**config.mk**
```make
export PLATFORM = sky130hd
export DESIGN_NAME = conv_job_scheduler
export DESIGN_NICKNAME = d
export VERILOG_FILES = /design/src/rtl/conv_sched_pkg.sv /design/src/rtl/conv_job_fifo.sv /design/src/rtl/conv_job_scheduler.sv
export SDC_FILE = /design/constraint.sdc
export NUM_CORES = 1
export LEC_CHECK = 0
export BUFFER_PORTS_ARGS = -buffer_cell sky130_fd_sc_hd__buf_2
export CAP_MARGIN = 20
export CORE_MARGIN = 5
export CORE_UTILIZATION = 35
export DETAILED_ROUTE_END_ITERATION = 16
export GPL_TIMING_DRIVEN = 0
export SYNTH_ARGS = -nofsm -noshare
export SYNTH_HDL_FRONTEND = slang
export SYNTH_SLANG_ARGS = --single-unit
```
**constraint.sdc**
```tcl
create_clock -name clk -period 7 [get_ports clk]
set_input_delay 0.35 -clock clk [delete_from_list [all_inputs] [get_ports clk]]
set_output_delay 0.35 -clock clk [all_outputs]
set_load 0.005 [all_outputs]
```
**src/rtl/conv_sched_pkg.sv**
```systemverilog
// Shared constants and types for the convolution job scheduler: MMIO map, STATUS layout,
// FSM encoding and the job descriptor.
package conv_sched_pkg;

   localparam int unsigned WORD_W = 32;
   localparam int unsigned JOB_W  = 4 * WORD_W;

   localparam logic [2:0] ADDR_FM_DIM   = 3'd0;
   localparam logic [2:0] ADDR_WT       = 3'd1;
   localparam logic [2:0] ADDR_IFM      = 3'd2;
   localparam logic [2:0] ADDR_OFM      = 3'd3;
   localparam logic [2:0] ADDR_PUSH     = 3'd4;
   localparam logic [2:0] ADDR_STATUS   = 3'd5;
   localparam logic [2:0] ADDR_DONE_CNT = 3'd6;

   localparam int unsigned ST_OVERFLOW = 8;
   localparam int unsigned ST_IDLE     = 7;
   localparam int unsigned ST_BUSY     = 6;
   localparam int unsigned ST_FULL     = 5;
   localparam int unsigned ST_EMPTY    = 4;

   localparam logic [2:0] S_IDLE    = 3'd0;
   localparam logic [2:0] S_LOAD    = 3'd1;
   localparam logic [2:0] S_START   = 3'd2;
   localparam logic [2:0] S_RUN     = 3'd3;
   localparam logic [2:0] S_RELEASE = 3'd4;

   typedef struct packed {
      logic [WORD_W-1:0] fm_dim;
      logic [WORD_W-1:0] wt_offset;
      logic [WORD_W-1:0] ifm_offset;
      logic [WORD_W-1:0] ofm_offset;
   } job_t;

endpackage

```
**src/rtl/conv_job_fifo.sv**
```systemverilog
// Synchronous job-descriptor FIFO with wrapping pointers; a push when full or a pop when
// empty is ignored.
module conv_job_fifo
   import conv_sched_pkg::*;
#(
   parameter int unsigned DEPTH = 4,
   parameter int unsigned CNT_W = 3
) (
   input  logic             clk,
   input  logic             rst,
   input  logic             push,
   input  logic             pop,
   input  job_t             wdata,
   output job_t             rdata,
   output logic             full,
   output logic             empty,
   output logic [CNT_W-1:0] count
);

   localparam int unsigned PTR_W = $clog2(DEPTH);

   logic [JOB_W-1:0] mem [DEPTH];
   logic [PTR_W-1:0] wr_ptr;
   logic [PTR_W-1:0] rd_ptr;
   logic             push_ok;
   logic             pop_ok;

   assign full    = (count == CNT_W'(DEPTH));
   assign empty   = (count == '0);
   assign push_ok = push && !full;
   assign pop_ok  = pop && !empty;
   assign rdata   = job_t'(mem[rd_ptr]);

   // Pointers wrap naturally because DEPTH is a power of two.
   always_ff @(posedge clk) begin
      if (rst) begin
         wr_ptr <= '0;
         rd_ptr <= '0;
         count  <= '0;
      end else begin
         if (push_ok) wr_ptr <= wr_ptr + PTR_W'(1);
         if (pop_ok)  rd_ptr <= rd_ptr + PTR_W'(1);
         case ({push_ok, pop_ok})
            2'b10:   count <= count + CNT_W'(1);
            2'b01:   count <= count - CNT_W'(1);
            default: count <= count;
         endcase
      end
   end

   always_ff @(posedge clk) begin
      if (push_ok) mem[wr_ptr] <= wdata;
   end

endmodule

```
**src/rtl/conv_job_scheduler.sv**
```systemverilog
// Queues MMIO-written conv job descriptors and runs the conv accelerator one job at a time,
// owning the dmem port mux for the duration of each job.
module conv_job_scheduler
   import conv_sched_pkg::*;
#(
   parameter int unsigned FIFO_DEPTH = 4,
   parameter int unsigned CNT_W      = 3
) (
   input  logic        clk,
   input  logic        rst,
   input  logic        cfg_we,
   input  logic [2:0]  cfg_addr,
   input  logic [31:0] cfg_wdata,
   output logic [31:0] cfg_rdata,
   input  logic        conv_idle,
   input  logic        conv_done,
   output logic        conv_start,
   output logic [31:0] conv_fm_dim,
   output logic [31:0] conv_wt_offset,
   output logic [31:0] conv_ifm_offset,
   output logic [31:0] conv_ofm_offset,
   output logic        dmem_sel,
   output logic        sched_irq
);

   logic [2:0]       state;
   logic [2:0]       state_nxt;
   job_t             stage;
   job_t             head;
   logic [31:0]      done_cnt;
   logic             overflow;
   logic             push_req_c;
   logic             pop_c;
   logic             fifo_full;
   logic             fifo_empty;
   logic [CNT_W-1:0] fifo_count;
   logic [31:0]      status_c;

   assign push_req_c = cfg_we && (cfg_addr == ADDR_PUSH);
   assign pop_c      = (state == S_LOAD);

   conv_job_fifo #(
      .DEPTH (FIFO_DEPTH),
      .CNT_W (CNT_W)
   ) u_fifo (
      .clk   (clk),
      .rst   (rst),
      .push  (push_req_c),
      .pop   (pop_c),
      .wdata (stage),
      .rdata (head),
      .full  (fifo_full),
      .empty (fifo_empty),
      .count (fifo_count)
   );

   always_comb begin
      state_nxt = state;
      case (state)
         S_IDLE:    if (!fifo_empty && conv_idle) state_nxt = S_LOAD;
         S_LOAD:    state_nxt = S_START;
         S_START:   state_nxt = S_RUN;
         S_RUN:     if (conv_done) state_nxt = S_RELEASE;
         S_RELEASE: state_nxt = S_IDLE;
         default:   state_nxt = S_IDLE;
      endcase
   end

   // Job outputs are registered on the transition so they line up with the FSM timeline.
   always_ff @(posedge clk) begin
      if (rst) begin
         state           <= S_IDLE;
         stage           <= '0;
         done_cnt        <= '0;
         overflow        <= 1'b0;
         conv_start      <= 1'b0;
         conv_fm_dim     <= '0;
         conv_wt_offset  <= '0;
         conv_ifm_offset <= '0;
         conv_ofm_offset <= '0;
         dmem_sel        <= 1'b0;
         sched_irq       <= 1'b0;
      end else begin
         state      <= state_nxt;
         conv_start <= (state == S_LOAD);
         sched_irq  <= (state == S_RELEASE) && fifo_empty;
         if (cfg_we) begin
            case (cfg_addr)
               ADDR_FM_DIM: stage.fm_dim     <= cfg_wdata;
               ADDR_WT:     stage.wt_offset  <= cfg_wdata;
               ADDR_IFM:    stage.ifm_offset <= cfg_wdata;
               ADDR_OFM:    stage.ofm_offset <= cfg_wdata;
               ADDR_STATUS: overflow         <= 1'b0;
               default:     ;
            endcase
         end
         if (push_req_c && fifo_full) overflow <= 1'b1;
         // A software clear beats the completion increment.
         if (cfg_we && (cfg_addr == ADDR_DONE_CNT)) done_cnt <= '0;
         else if (state == S_RELEASE)               done_cnt <= done_cnt + 32'd1;
         if (state == S_LOAD) begin
            conv_fm_dim     <= head.fm_dim;
            conv_wt_offset  <= head.wt_offset;
            conv_ifm_offset <= head.ifm_offset;
            conv_ofm_offset <= head.ofm_offset;
            dmem_sel        <= 1'b1;
         end
         if ((state == S_RUN) && conv_done) dmem_sel <= 1'b0;
      end
   end

   always_comb begin
      status_c              = '0;
      status_c[ST_OVERFLOW] = overflow;
      status_c[ST_IDLE]     = conv_idle;
      status_c[ST_BUSY]     = (state != S_IDLE);
      status_c[ST_FULL]     = fifo_full;
      status_c[ST_EMPTY]    = fifo_empty;
      status_c[3:0]         = 4'(fifo_count);
   end

   always_comb begin
      cfg_rdata = '0;
      case (cfg_addr)
         ADDR_FM_DIM:   cfg_rdata = stage.fm_dim;
         ADDR_WT:       cfg_rdata = stage.wt_offset;
         ADDR_IFM:      cfg_rdata = stage.ifm_offset;
         ADDR_OFM:      cfg_rdata = stage.ofm_offset;
         ADDR_STATUS:   cfg_rdata = status_c;
         ADDR_DONE_CNT: cfg_rdata = done_cnt;
         default:       cfg_rdata = '0;
      endcase
   end

endmodule
```
**Word-level counts from Yosys, hierarchy flattened**

Memories as Yosys holds them, arrays and structs flattened. A register that Yosys moved wholly into a read port is not among the register bits.
Index checks and enable logic that the tools add are counted.

- $add $sub $neg: 5
- Equal/unequal tests: 15
- Multiplexer cells: 10
- Reductions and logical operators: 25

Operator list:

| operator | number |
|---|---|
| 32-bit one-hot mux with 6 select lines | 1 |
| 32-bit by 1-bit adder with 32-bit output, second input constant | 1 |
| 3-bit equality test, second input constant | 5 |
| 3-bit by 2-bit equality test with 1-bit output, second input constant | 4 |
| 3-bit one-hot mux with 4 select lines | 1 |
| 2-bit AND reduction | 6 |
| 3-bit zero test | 3 |
| 1-bit logical AND | 8 |
| 3-bit by 1-bit equality test with 1-bit output, second input constant | 2 |
| 3-bit 2-to-1 mux | 2 |
| 3-bit one-hot mux with 2 select lines | 1 |
| 2-bit nonzero test | 3 |
| 1-bit 2-to-1 mux | 5 |
| 2-bit by 1-bit adder with 2-bit output, second input constant | 2 |
| 2-bit != test, second input constant | 2 |
| 2-bit OR reduction | 2 |
| 3-bit by 1-bit adder with 3-bit output, second input constant | 1 |
| 3-bit nonzero test | 1 |
| 3-bit by 1-bit subtractor with 3-bit output, second input constant | 1 |
| 2-bit by 1-bit equality test with 1-bit output, second input constant | 1 |
| 2-bit equality test, second input constant | 1 |
| 1-bit zero test | 2 |

- Flip-flop bits (word level): 174
- RAM bits: 512
- Input bits: 40
- Logic and storage cells: 69
- Memories: 1

Memory list:

| memory | words | bits a word | read ports | clocked after Yosys merged registers in | write ports | RTL line | RTL |
|---|---|---|---|---|---|---|---|
| u_fifo.mem | 4 | 128 | 1 | 1 | 1 | conv_job_fifo.sv:22 | `logic [JOB_W-1:0] mem [DEPTH];` |

**Depth between registers and ports, before layout**

- Word-level depth: 5
- Gate-level depth with buffers: 11
- Depth with buffers taken out: 9

**Hierarchy**

From an unflattened synthesis, not the netlist that was laid out.

- Cells, all modules: 2215
- Area total of the unflattened synthesis: 30838.3 µm²

By module, submodules not included:

| module | times used | cells an instance | area each (µm²) | seq. area each (µm²) |
|---|---|---|---|---|
| conv_job_fifo | 1 | 722 | 19042.0 | 15554.9 |
| conv_job_scheduler | 1 | 1493 | 11796.3 | 5905.7 |

**Worst setup path after synthesis**

No wires, ideal clock.

- Path kind: input port to flip-flop
- Start: input port cfg_addr[2]
- End: memory u_fifo.mem[0][0] (netlist name) (enable)
- Library setup time: 0.502 ns
- Data arrival time: 4.332 ns
- Data required time: 6.498 ns
- Slack: 2.166 ns
- Stages on the path: 5
- Path buffers: 2
- Cells stage by stage: clkbuf_1 nor2b_1 nor4bb_1 clkbuf_1 and2_1

- Longest elaborated chain between the ends: 5

Ends and longest elaborated chain:

| element | RTL line | RTL |
|---|---|---|
| from (decl) | conv_job_scheduler.sv:12 | `input logic [2:0] cfg_addr,` |
| 3-bit equality test | conv_job_scheduler.sv:39 | `assign push_req_c = cfg_we && (cfg_addr == ADDR_PUSH);` |
| 1-bit logical AND | conv_job_scheduler.sv:39 |  |
| 1-bit logical AND | conv_job_fifo.sv:30 | `assign push_ok = push && !full;` |
| 1-bit 2-to-1 mux | conv_job_fifo.sv:52 | `if (push_ok) mem[wr_ptr] <= wdata;` |
| 1-bit 2-to-1 mux (not written as such) | conv_job_fifo.sv:52 |  |
| to (decl) | conv_job_fifo.sv:22 |  |

No other way between the ends.

**Worst setup path after layout**

- Start: input port cfg_addr[2]
- End: output port cfg_rdata[1]

- Longest elaborated chain between the ends: 2
- Elaborated cells on any way between the ends: 7
- Classes of those cells: eq/ne (5); mux (1); reduce/logical (1)

Ends and longest elaborated chain:

| element | RTL line | RTL |
|---|---|---|
| 3-bit equality test, or another cell as far along | conv_job_scheduler.sv:124 | `case (cfg_addr)` |
| 32-bit one-hot mux with 6 select lines * | conv_job_scheduler.sv:124 |  |
| to (decl) | conv_job_scheduler.sv:14 | `output logic [31:0] cfg_rdata,` |

Every way passes the cells marked *; elsewhere a longest branch is shown, timed or not.

==> results list <==
* Core footprint: 0.0869 sq mm
- After synthesis, the largest family of logic cells by area is multiplexers.
* Total placed cells including tap cells: 3592
- The finished layout holds 3782 standard cells, fillers aside.
* Library cell occupying the most area in the post-synthesis netlist: sky130_fd_sc_hd__edfxtp_1
- The number of antenna violations at the first check in global routing is 12.
- Top cells by area in the synthesized netlist: sky130_fd_sc_hd__edfxtp_1, sky130_fd_sc_hd__dfxtp_1, sky130_fd_sc_hd__mux4_2, sky130_fd_sc_hd__nand2_1, sky130_fd_sc_hd__a21oi_1
* Post-synthesis cell area: 0.0307 sq mm
- In the finished design, the share of the clock period the worst path needs comes to 51.1%.
- The synthesized design contains 512 enable-type register cells.
* Clock tree from TritonCTS: built
- Detail Placement HPWL: 65400 um
* Power density over the cells: 278 mW/mm^2
- Measured along the y axis, the die boundary spans 306 um.
- Synth Flop Type: sky130_fd_sc_hd__edfxtp_1
* Share of final-layout standard cells stronger than drive strength 1: 20.1%
- The clock reaches the later pin of the worst-skew pair after 0.63 ns.
* Resized cells post-CTS: 0
* Synth Area in Compound Gates: 6.42%
- During synthesis, Yosys emitted a total of 0 warnings.
* Via count of the first global-routing pass: 19541
- Once layout is complete, the utilization of the core stands at 42.0%.
- The count of nets left with antenna violations once routing finished came out at 0.
- Setup repair after global routing left no endpoint under its margin.
* Flop and latch count out of synthesis: 814
- Distinct cell type count of the synthesized netlist: 50
* Adder-cell share of the synthesized area: 0.310%
- Drc violations: 0
- The worst setup path is launched from an input pin.
* Die X-Extent: 306 um
* Longest Clk Path Bufs: 3
* Final-report max-slew violation count: 0
* Area of the die: 0.0936 sq mm
* Post-cts hold buffer count: 32
* Number of DRC markers after the initial detailed-route iteration: 2028
- Cell count after synthesis: 2225
* Cell count of the worst reg-to-reg path: 7
* Final wirelength: 90400 um
* Cell types with the highest counts after synthesis: sky130_fd_sc_hd__nand2_1, sky130_fd_sc_hd__edfxtp_1, sky130_fd_sc_hd__dfxtp_1
- The worst hold path passes through 3 cells.
- Total Nets Final: 2600
* Run status: complete, no violations
* First-pass GRT wire length: 131000 um
* Count of max-cap constraint violations: 0
- Proportion of synthesized area in mux cells: 11.6%
- Clock slew seen by the registers of the worst setup and hold paths: 0.06 ns
- Leak pwr: 12.0 nW
- On the final layout, the worst clock skew is 0.0275 ns.
- Final hold analysis gives a worst-case slack of 0.0576 ns.
- The cell sitting at the root of the clock tree is a sky130_fd_sc_hd__clkbuf_16.
- In this run the worst hold path is classified as in2reg.
- Arrival time at the worst endpoint: 3.23 ns
* Mean instance size in the synthesized netlist: 13.8 sq um
- Count of boundary I/O pins: 203
- The total overflow left after global routing is 0.
- The worst path in the final design needs a cycle of 3.58 ns, including I/O delays and setup.
- Data on the critical path is required at its endpoint by 6.65 ns.
- Number of H-tree levels: 3
* Number of buffers created by CTS: 82
* Number of hold-slack violations in the final timing report: 0
* Setup-failing EPs final: 0
- Entering global routing, the biggest net connects 55 pins.
- In this run the post-CTS setup repair buffer count came out at 0.
- After detailed routing, the average wire length per cell comes to 23.9 um.
* Type of element capturing the critical path: primary output
* Ys async rst share: 0%
- VDD sags by at most 0.155 mV.
- Of the total synthesized cell area, the portion taken by AND, OR, NAND and NOR gates is 9.22%.
- In the global route stage, overall resource usage came out at 18.8%.
- The first detailed-routing pass took 6 iterations.
- The detailed router placed 20005 vias in this run.
- Most instantiated library cell after synthesis: sky130_fd_sc_hd__nand2_1
* Post-synth top area share: 50.2%
* Standard-cell rows: 108
- Critical Path Fanout Max: 10
* Slew of the pin with the lowest slew margin: 1.22 ns
- Fill cell instance count of the final layout: 7930
- Starting density of the core: 35.3%
* Port Buffers: 201
- Max_slew headroom: 18.6%
* Critical path type: in2out
- Dividing the detail-routed via count by the number of cells gives 5.29.
- The number of nets in the synthesized netlist is 2272.
* Achievable Freq: 0.279 GHz
- Number of clock sinks: 814
- Compared with the post-synthesis result, the final layout area differs by 19.0%.
- Post-synthesis share of cell area spent on xor and xnor gates: 0.371%
* Gp weighted congestion: 0.910
- Sequential element share of the synthesized area: 69.9%
stage by stage:
stage | power [mW] | setup slack (ns) | setup TNS, ns | instance area (sq um)
2_1_floorplan | 5.52 | 2.17 | 0 | 30700
5_1_grt | 10.5 | 3.35 | 0 | 36500
4_1_cts | 10.2 | 3.54 | 0 | 36500
6_report | 10.1 | 3.42 | 0 | 36500
3_5_place_dp | 5.76 | 3.26 | 0 | 33400
3_3_place_gp | 5.75 | -1.03 | -502.49 | 33100
cell usage in the layout, fill, tap and decap left out, drive strengths merged, types with 27 or more instances in the layout:
| master | count |
|---|---|
| edfxtp | 512 |
| nand2 | 548 |
| nor2 | 29 |
| dlygate4sd3 | 32 |
| clkbuf | 239 |
| a21oi | 286 |
| buf | 232 |
| dfxtp | 302 |
| clkinv | 30 |
| inv | 27 |
| mux4 | 142 |
routing by layer:
layer | track usage (%) | routed length [um]
met4 | 6.35 | 3080
met5 | 0 | 81
met3 | 3.40 | 7130
met1 | 26.1 | 37800
met2 | 30.1 | 42300
registers in the layout, indices dropped and copies added, names as in the netlist:
register	flops
u_fifo.rd_ptr	2
u_fifo.mem	512
stage	128
dmem_sel	1
sched_irq	1
u_fifo.count	3
overflow	1
done_cnt	32
conv_ifm_offset	32
state	3
conv_fm_dim	32
conv_wt_offset	32
conv_ofm_offset	32
u_fifo.wr_ptr	2
conv_start	1
critical path, stage by stage:
cell                       delay, ns
sky130_fd_sc_hd__buf_2          0.10
sky130_fd_sc_hd__clkbuf_1       0.51
sky130_fd_sc_hd__clkbuf_1       0.62
sky130_fd_sc_hd__clkbuf_1       0.43
sky130_fd_sc_hd__clkbuf_1       0.58
sky130_fd_sc_hd__o22ai_1        0.40
sky130_fd_sc_hd__buf_2          0.23
worst paths after layout:
path / slack [ns] / to / startpoint
max reg2reg: 3.79 / conv_ifm_offset[31] / state[0]
min: 0.06 / stage[55] / cfg_wdata[23]
min reg2reg: 0.45 / conv_ofm_offset[0] / conv_ofm_offset[0]
max: 3.42 / cfg_rdata[1] / cfg_addr[2]
cells by family (layout without fill, tap and decap cells):
kind of cell             after synthesis  in the layout
AO/OA/AOI/OAI                        365            365
buffers and inverters                175            573
XOR/XNOR                              13             13
flip-flops                           814            814
multiplexers                         175            175
adder cells (fa/ha/maj)                7              7
AND/OR/NAND/NOR                      676            676
other                                  0              4
layout make-up:
class                   instances  area (sq um)  share of cell area, %
clock buffers                 109          2320                   6.35
clock inverters                45           458                   1.25
plain buffers                 150           587                   1.61
flip-flops and latches        814         21400                   58.7
inverters                      25          93.8                  0.257
repair buffers                244          1590                   4.36
diodes                          4          10.0                 0.0274
multi-input cells            1236          8570                   23.5
well taps                    1155          1450                   3.96
report_power, final:
part / total [mW] / leakage [nW] / internal, mW / switching [mW]
Clock: 4.46 / 1.36 / 2.61 / 1.85
Combinational: 0.454 / 3.48 / 0.159 / 0.296
Sequential: 5.22 / 7.19 / 5.15 / 0.0655
Total: 10.1 / 12.0 / 7.92 / 2.22
No activity file was read; power rests on OpenSTA's default activity.
